<file path="config.mk">
export PLATFORM = sky130hd
export DESIGN_NAME = rom_read_arbiter_flat
export DESIGN_NICKNAME = d
export VERILOG_FILES = /design/src/rtl/rom_read_arbiter_if.sv /design/src/rtl/rom_read_arbiter.sv /design/src/flat_wrapper.sv
export SDC_FILE = /design/constraint.sdc
export NUM_CORES = 1
export LEC_CHECK = 0
export BUFFER_PORTS_ARGS = -buffer_cell sky130_fd_sc_hd__buf_2
export CAP_MARGIN = 20
export CORE_ASPECT_RATIO = 0.5
export CORE_MARGIN = 3
export CORE_UTILIZATION = 35
export DETAILED_ROUTE_END_ITERATION = 16
export HOLD_SLACK_MARGIN = 0.05
export MAX_ROUTING_LAYER = met4
export PLACE_DENSITY_LB_ADDON = 0.1
export REMOVE_ABC_BUFFERS = 1
export SETUP_SLACK_MARGIN = 0.15
export SLEW_MARGIN = 30
export SYNTH_ARGS = -nofsm -noshare
export SYNTH_HDL_FRONTEND = slang
export SYNTH_SLANG_ARGS = --single-unit
</file>
<file path="constraint.sdc">
create_clock -name clk -period 4.79 [get_ports clk]
set_input_delay 0.958 -clock clk [delete_from_list [all_inputs] [get_ports clk]]
set_output_delay 0.958 -clock clk [all_outputs]
set_load 0.01 [all_outputs]
</file>
<file path="src/rtl/rom_read_arbiter_if.sv">
// Bus bundle between requesters, response consumer, ROM and the read arbiter.
// The arbiter uses the slave view; the surrounding system uses the master view.
interface rom_read_arbiter_if #(
    parameter int unsigned NUM_REQ    = 4,
    parameter int unsigned ADDR_WIDTH = 2,
    parameter int unsigned DATA_WIDTH = 32,
    parameter int unsigned ID_WIDTH   = $clog2(NUM_REQ)
);
    // Request channel, one valid/ready pair per requester.
    logic [NUM_REQ-1:0]            req_valid;
    logic [NUM_REQ*ADDR_WIDTH-1:0] req_addr;
    logic [NUM_REQ-1:0]            req_ready;

    // Shared synchronous ROM read port.
    logic                  rom_rd_en;
    logic [ADDR_WIDTH-1:0] rom_addr;
    logic [DATA_WIDTH-1:0] rom_data;

    // Tagged response channel.
    logic                  resp_valid;
    logic [ID_WIDTH-1:0]   resp_id;
    logic [DATA_WIDTH-1:0] resp_data;
    logic                  resp_ready;

    modport slave (
        input  req_valid,
        input  req_addr,
        output req_ready,
        output rom_rd_en,
        output rom_addr,
        input  rom_data,
        output resp_valid,
        output resp_id,
        output resp_data,
        input  resp_ready
    );

    modport master (
        output req_valid,
        output req_addr,
        input  req_ready,
        input  rom_rd_en,
        input  rom_addr,
        output rom_data,
        input  resp_valid,
        input  resp_id,
        input  resp_data,
        output resp_ready
    );
endinterface

</file>
<file path="src/rtl/rom_read_arbiter.sv">
// Round-robin arbiter sharing one single-cycle-latency ROM read port among NUM_REQ
// requesters. Returned words are tagged with the requester index and queued in a
// 2-entry shift FIFO whose head register drives the response channel directly.
module rom_read_arbiter #(
    parameter int unsigned NUM_REQ    = 4,
    parameter int unsigned ADDR_WIDTH = 2,
    parameter int unsigned DATA_WIDTH = 32,
    parameter int unsigned ID_WIDTH   = $clog2(NUM_REQ)
) (
    input logic               clk,
    input logic               rst_b,
    rom_read_arbiter_if.slave bus
);

    typedef struct packed {
        logic [ID_WIDTH-1:0]   id;
        logic [DATA_WIDTH-1:0] data;
    } entry_t;

    // Arbitration state.
    logic [ID_WIDTH-1:0] ptr_q, ptr_d;
    logic [ID_WIDTH-1:0] hi_idx, lo_idx, grant_idx;
    logic                hi_found, lo_found, grant_any;

    // In-flight ROM read (issued last cycle, data on rom_data this cycle).
    logic                inflight_q;
    logic [ID_WIDTH-1:0] inflight_id_q;

    // Response FIFO: head_q is the output register, tail_q the second slot.
    entry_t     head_q, head_d;
    entry_t     tail_q, tail_d;
    entry_t     push_entry;
    logic [1:0] fifo_count_q, fifo_count_d;
    logic       push, pop;

    // Credit accounting: FIFO occupancy plus the read still in the ROM pipeline.
    logic [2:0] outstanding;
    logic       credit_ok;

    assign push        = inflight_q;
    assign pop         = bus.resp_valid & bus.resp_ready;
    assign outstanding = 3'(fifo_count_q) + 3'(inflight_q);
    // A same-cycle pop frees a slot, so it counts toward the credit.
    assign credit_ok   = outstanding < (3'd2 + 3'(pop));

    // Round-robin pick: first valid at or above ptr, else first valid below ptr.
    always_comb begin
        hi_found = 1'b0;
        lo_found = 1'b0;
        hi_idx   = '0;
        lo_idx   = '0;
        for (int unsigned i = 0; i < NUM_REQ; i++) begin
            if (bus.req_valid[i]) begin
                if (i >= 32'(ptr_q)) begin
                    if (!hi_found) begin
                        hi_found = 1'b1;
                        hi_idx   = ID_WIDTH'(i);
                    end
                end else if (!lo_found) begin
                    lo_found = 1'b1;
                    lo_idx   = ID_WIDTH'(i);
                end
            end
        end
        grant_idx = hi_found ? hi_idx : lo_idx;
        // Gating with rst_b keeps every request-side output low while reset is held.
        grant_any = (hi_found | lo_found) & credit_ok & rst_b;
    end

    // Grant, ROM port drive and next pointer value.
    always_comb begin
        bus.req_ready = '0;
        bus.rom_rd_en = 1'b0;
        bus.rom_addr  = '0;
        ptr_d         = ptr_q;
        if (grant_any) begin
            bus.req_ready = NUM_REQ'(1) << grant_idx;
            bus.rom_rd_en = 1'b1;
            bus.rom_addr  = bus.req_addr[32'(grant_idx) * ADDR_WIDTH +: ADDR_WIDTH];
            if (32'(grant_idx) == NUM_REQ - 1) begin
                ptr_d = '0;
            end else begin
                ptr_d = grant_idx + ID_WIDTH'(1);
            end
        end
    end

    // Priority pointer and in-flight tracking; reset discards any read in the ROM.
    always_ff @(posedge clk or negedge rst_b) begin
        if (!rst_b) begin
            ptr_q         <= '0;
            inflight_q    <= 1'b0;
            inflight_id_q <= '0;
        end else begin
            ptr_q      <= ptr_d;
            inflight_q <= grant_any;
            if (grant_any) begin
                inflight_id_q <= grant_idx;
            end
        end
    end

    // FIFO next state: shift on pop, write the first free slot on push.
    always_comb begin
        head_d       = head_q;
        tail_d       = tail_q;
        fifo_count_d = fifo_count_q;
        push_entry   = '{id: inflight_id_q, data: bus.rom_data};
        case ({push, pop})
            2'b10: begin
                if (fifo_count_q == 2'd0) begin
                    head_d = push_entry;
                end else begin
                    tail_d = push_entry;
                end
                fifo_count_d = fifo_count_q + 2'd1;
            end
            2'b01: begin
                // With one entry left the head simply goes invalid and keeps its value.
                if (fifo_count_q == 2'd2) begin
                    head_d = tail_q;
                end
                fifo_count_d = fifo_count_q - 2'd1;
            end
            2'b11: begin
                if (fifo_count_q == 2'd2) begin
                    head_d = tail_q;
                    tail_d = push_entry;
                end else begin
                    head_d = push_entry;
                end
            end
            default: begin
            end
        endcase
    end

    // FIFO storage and occupancy.
    always_ff @(posedge clk or negedge rst_b) begin
        if (!rst_b) begin
            head_q       <= '0;
            tail_q       <= '0;
            fifo_count_q <= '0;
        end else begin
            head_q       <= head_d;
            tail_q       <= tail_d;
            fifo_count_q <= fifo_count_d;
        end
    end

    // Response channel comes straight from registers.
    always_comb begin
        bus.resp_valid = (fifo_count_q != 2'd0);
        bus.resp_id    = head_q.id;
        bus.resp_data  = head_q.data;
    end

    // The credit rule keeps the FIFO from ever being pushed while full without a pop.
    a_no_overflow : assert property (@(posedge clk) disable iff (!rst_b)
        !(push && !pop && fifo_count_q == 2'd2));

    a_grant_onehot : assert property (@(posedge clk) disable iff (!rst_b)
        $onehot0(bus.req_ready));

    a_count_range : assert property (@(posedge clk) disable iff (!rst_b)
        fifo_count_q <= 2'd2);

endmodule

</file>
<file path="src/flat_wrapper.sv">
// flat-port wrapper written by rule: the top's interface ports become plain ports
module rom_read_arbiter_flat 
#(
    parameter int unsigned NUM_REQ    = 4,
    parameter int unsigned ADDR_WIDTH = 2,
    parameter int unsigned DATA_WIDTH = 32,
    parameter int unsigned ID_WIDTH   = $clog2(NUM_REQ)
)
  (clk, rst_b, bus_req_valid, bus_req_addr, bus_req_ready, bus_rom_rd_en, bus_rom_addr, bus_rom_data, bus_resp_valid, bus_resp_id, bus_resp_data, bus_resp_ready);
  rom_read_arbiter_if #(.NUM_REQ(NUM_REQ), .ADDR_WIDTH(ADDR_WIDTH), .DATA_WIDTH(DATA_WIDTH), .ID_WIDTH(ID_WIDTH)) bus_i ();
  input logic clk;
  input logic rst_b;
  input wire logic [$bits(bus_i.req_valid)-1:0] bus_req_valid;
  input wire logic [$bits(bus_i.req_addr)-1:0] bus_req_addr;
  output wire logic [$bits(bus_i.req_ready)-1:0] bus_req_ready;
  output wire logic [$bits(bus_i.rom_rd_en)-1:0] bus_rom_rd_en;
  output wire logic [$bits(bus_i.rom_addr)-1:0] bus_rom_addr;
  input wire logic [$bits(bus_i.rom_data)-1:0] bus_rom_data;
  output wire logic [$bits(bus_i.resp_valid)-1:0] bus_resp_valid;
  output wire logic [$bits(bus_i.resp_id)-1:0] bus_resp_id;
  output wire logic [$bits(bus_i.resp_data)-1:0] bus_resp_data;
  input wire logic [$bits(bus_i.resp_ready)-1:0] bus_resp_ready;
  assign bus_i.req_valid = bus_req_valid;
  assign bus_i.req_addr = bus_req_addr;
  assign bus_req_ready = bus_i.req_ready;
  assign bus_rom_rd_en = bus_i.rom_rd_en;
  assign bus_rom_addr = bus_i.rom_addr;
  assign bus_i.rom_data = bus_rom_data;
  assign bus_resp_valid = bus_i.resp_valid;
  assign bus_resp_id = bus_i.resp_id;
  assign bus_resp_data = bus_i.resp_data;
  assign bus_i.resp_ready = bus_resp_ready;
  rom_read_arbiter #(.NUM_REQ(NUM_REQ), .ADDR_WIDTH(ADDR_WIDTH), .DATA_WIDTH(DATA_WIDTH), .ID_WIDTH(ID_WIDTH)) u_core (.clk(clk), .rst_b(rst_b), .bus(bus_i));
endmodule
</file>
==> flow_metrics.env <==
export IMPL_critPathMaxStageDelay_ps=430
export IMPL_whs_path_depth=2
export IMPL_die_w_um=149
export IMPL_worst_setup_end_kind="output port"
export IMPL_port_buffers=88
export IMPL_core_area_mm2=0.00970
export IMPL_min_delay_start="u_core.bus.resp_data[30]"
export IMPL_synth_cell_types=36
export IMPL_wl_met3_um=376
export IMPL_gr_total_overflow=0
export IMPL_floorplan_initialDensity=0.370
export IMPL_place_area_mm2=0.00409
export IMPL_via_count_of_the_first_global_routing_pass=2733
export IMPL_post_layout_nonfiller_instances=516
export IMPL_routedLengthMet1_um=3550
export IMPL_share_of_final_layout_standard_cells_stronger_than_drive_strength_1=0.396
export IMPL_syn_inst=293
export IMPL_detailroute_wirelength_met2_um=3740
export IMPL_worst_clock_skew_ps=4.00
export IMPL_grt_util_all_layers=0.148
export IMPL_min_period_over_period=0.694
export IMPL_cts_reportedPaths_clkPinSlew_ps=50
export IMPL_area_growth_pct=22.3
export IMPL_max_vdd_ir_drop_v=0.000213
export IMPL_fin_ws_ps=1460
export IMPL_total_leakage_power_nw=2.16
export IMPL_pre_cts_ws_ps=1490
export IMPL_area_of_the_mapped_netlist_mm2=0.00359
export IMPL_cell_count_of_the_worst_reg_to_reg_path=7
export IMPL_crit_path_cell_trace="buf_2 -> nor2b_1 -> a21oi_1 -> a221oi_2 -> inv_1 -> ha_1 -> and2_1 -> buf_2"
export IMPL_yosysWarningCount=0
export IMPL_rrSetupSlack_ps=2050
export IMPL_drt_vias_per_instance=4.88
export IMPL_yosys_most_used_dff="sky130_fd_sc_hd__dfrtp_1"
export IMPL_cap_violations=0
export IMPL_route_vias_total=2518
export IMPL_design_final_nets=433
export IMPL_hold_path_class="reg -> reg"
export IMPL_cts_root_buffer_cell="sky130_fd_sc_hd__clkbuf_16"
export IMPL_pin_count=89
export IMPL_resize_count_post_cts=0
export IMPL_max_slew_margin_rel=0.466
export IMPL_drc_errors=0
export IMPL_setup_viol=0
export IMPL_yosys_top_cells_area="sky130_fd_sc_hd__dfrtp_1 (52%), sky130_fd_sc_hd__mux2_4 (13%), sky130_fd_sc_hd__a22oi_1 (7.1%)"
export IMPL_initial_drt_markers=115
export IMPL_cts_hold_buffers_added=0
export IMPL_routedWlPerCell_um=15.0
export IMPL_yosys_area_top_type_share=0.523
export IMPL_antenna_violations_before_repair=0
export IMPL_report_final_slew_viol_count=0
export IMPL_post_cts_setup_buffer_count=0
export IMPL_synth_seq_area_share=0.523
export IMPL_cts_made_buffers=9
export IMPL_critical_path_peak_fanout=4
export IMPL_pwr_density_cell_mw_per_mm2=731
export IMPL_postSynthRegisterBits=75
export IMPL_fin_area_mm2=0.00438
export IMPL_cts_tree="done"
export IMPL_final_fill_count=937
export IMPL_clockBufferDepth=2
export IMPL_async_reset_ff_frac=1.00
export IMPL_reg2reg_to="u_core.tail_q[14]"
export IMPL_top_signal_layer_used="met4"
export IMPL_r2r_start="u_core.fifo_count_q[1]"
export IMPL_netlist_top_cell_by_area="sky130_fd_sc_hd__dfrtp_1"
export IMPL_timing_critical_path_mode_cell="sky130_fd_sc_hd__buf_2"
export IMPL_critical_path_top_delay_cell="sky130_fd_sc_hd__a221oi_2"
export IMPL_timing_fmax_mhz=301
export IMPL_clkSinkCount=75
export IMPL_detailedPlacementHpwl_um=5240
export IMPL_rsz0062_at_grt="false"
export IMPL_tightest_slew_ps=801
export IMPL_fin_crit_ps=3330
export IMPL_final_routed_wirelength_across_all_metal_layers_um=7760
export IMPL_setup_worst_path_class="in -> out"
export IMPL_dp_cells=500
export IMPL_number_of_enable_flip_flop_cells_after_synthesis=0
export IMPL_cts_htree_levels=3
export IMPL_die_y_um=77.6
export IMPL_grt_pass1_wl_um=13300
export IMPL_status="finished clean"
export IMPL_synth_area_per_cell_um2=12.2
export IMPL_final_antenna_net_count=0
export IMPL_dieArea_mm2=0.0116
export IMPL_worstSkewPairLatency_ps=330
export IMPL_grt_max_degree=61
export IMPL_place_congestion=0.767
export IMPL_worstPathRequired_ps=3830
export IMPL_worst_endpoint_arrival_ps=2370
export IMPL_timing_setup_tns_ps=0
export IMPL_crit_path_start_kind="input pin"
export IMPL_hold_violations=0
export IMPL_antenna_cells_inserted=0
export IMPL_holdPathEnd="u_core.bus.resp_data[30]"
export IMPL_first_pass_iters=4
export IMPL_std_cell_rows=25
==> Yosys cell counts (4+ instances only) <==
| cell | number |
|---|---|
| sky130_fd_sc_hd__a22oi_1 | 34 |
| sky130_fd_sc_hd__inv_1 | 8 |
| sky130_fd_sc_hd__o21ai_1 | 12 |
| sky130_fd_sc_hd__nand2_1 | 39 |
| sky130_fd_sc_hd__mux2_4 | 30 |
| sky130_fd_sc_hd__ha_1 | 10 |
| sky130_fd_sc_hd__buf_2 | 9 |
| sky130_fd_sc_hd__mux2i_1 | 5 |
| sky130_fd_sc_hd__dfrtp_1 | 75 |
| sky130_fd_sc_hd__o21ai_0 | 24 |
| sky130_fd_sc_hd__and2_1 | 4 |
| sky130_fd_sc_hd__mux2_2 | 6 |
| sky130_fd_sc_hd__buf_6 | 4 |
==> worst max-delay path, delay by kind of cell <==
kind | cells | cell delay (ps)
buffers and inverters | 3 | 390
adder cells (fa/ha/maj) | 1 | 200
AO/OA/AOI/OAI | 2 | 510
AND/OR/NAND/NOR | 2 | 320
==> layer usage <==
layer / global-route usage / vias up
li1: - / 1211
met5: - / -
met4: 0.0438 / 0
met1: 0.178 / 1235
met3: 0.0426 / 11
met2: 0.242 / 61
==> how the worst max path moves through the flow <==
stage / endpoint / depth (start not counted) / start
global route: bus_rom_addr[1] / 7 / u_core.fifo_count_q[0]
CTS: bus_rom_addr[1] / 7 / u_core.fifo_count_q[0]
global placement: bus_req_ready[0] / 8 / bus_req_valid[1]
detailed placement: bus_req_ready[2] / 8 / bus_req_valid[1]
floorplan: u_core.tail_q[27] / 6 / bus_resp_ready
finish: bus_req_ready[2] / 8 / bus_req_valid[1]
==> stage by stage <==
step / total power (W) / hold WS, ps / utilization
final: 0.00321 / 472 / 0.452
after global routing: 0.00347 / 491 / 0.452
after global placement: 0.00253 / 456 / 0.419
after detailed placement: 0.00259 / 466 / 0.422
after floorplan: 0.00212 / 481 / -
after CTS: 0.00326 / 479 / 0.452
==> report_power, final <==
part           switching (W)  internal [W]  total [W]
logic               0.000709      0.000694    0.00140
clock network       0.000245      0.000407   0.000652
registers           0.000190      0.000961    0.00115
==> logic make-up (layout without fill, tap and decap cells) <==
kind of cell | Yosys count | in the layout | share of synthesized area
buf+inv | 28 | 116 | 0.0565
xor+xnor | 3 | 3 | 0.00733
mux | 41 | 41 | 0.158
flops | 75 | 75 | 0.523
fa+ha+maj | 10 | 10 | 0.0349
simple gates | 53 | 53 | 0.0659
compound gates | 83 | 83 | 0.154
==> state kept, by name (all words and copies together) (netlist names) <==
register	cells
u_core.ptr_q	2
u_core.fifo_count_q	2
u_core.tail_q	34
u_core.inflight_q	1
u_core.inflight_id_q	2
u_core.bus.resp_data	32
u_core.bus.resp_id	2
==> layout by cell type, fill, tap and decap left out, types with 2 or more instances in the layout <==
cell,netlist,final
sky130_fd_sc_hd__o21ai_0,24,24
sky130_fd_sc_hd__buf_2,9,87
sky130_fd_sc_hd__nor2b_1,2,2
sky130_fd_sc_hd__xor2_1,2,2
sky130_fd_sc_hd__buf_4,2,4
sky130_fd_sc_hd__a22oi_1,34,34
sky130_fd_sc_hd__mux2_4,30,30
sky130_fd_sc_hd__o21ai_1,12,12
sky130_fd_sc_hd__mux2i_1,5,5
sky130_fd_sc_hd__clkbuf_1,2,2
sky130_fd_sc_hd__mux2_2,6,6
sky130_fd_sc_hd__nand2_1,39,39
sky130_fd_sc_hd__inv_1,8,8
sky130_fd_sc_hd__ha_1,10,10
sky130_fd_sc_hd__o22ai_1,3,3
sky130_fd_sc_hd__clkbuf_8,0,4
sky130_fd_sc_hd__dfrtp_1,75,75
sky130_fd_sc_hd__clkbuf_16,0,9
sky130_fd_sc_hd__and2_1,4,4
sky130_fd_sc_hd__nor2_1,3,3
==> cell type report <==
class	count	area, um2	area share
Clock buffer	15	288	0.0656
Clock inverter	1	5.00	0.00114
Inverter	8	30.0	0.00685
Multi-Input combinational cell	190	1520	0.347
Sequential cell	75	1880	0.428
Tap cell	135	169	0.0385
Timing Repair Buffer	92	493	0.112
Power figures use the tool's default switching activity.
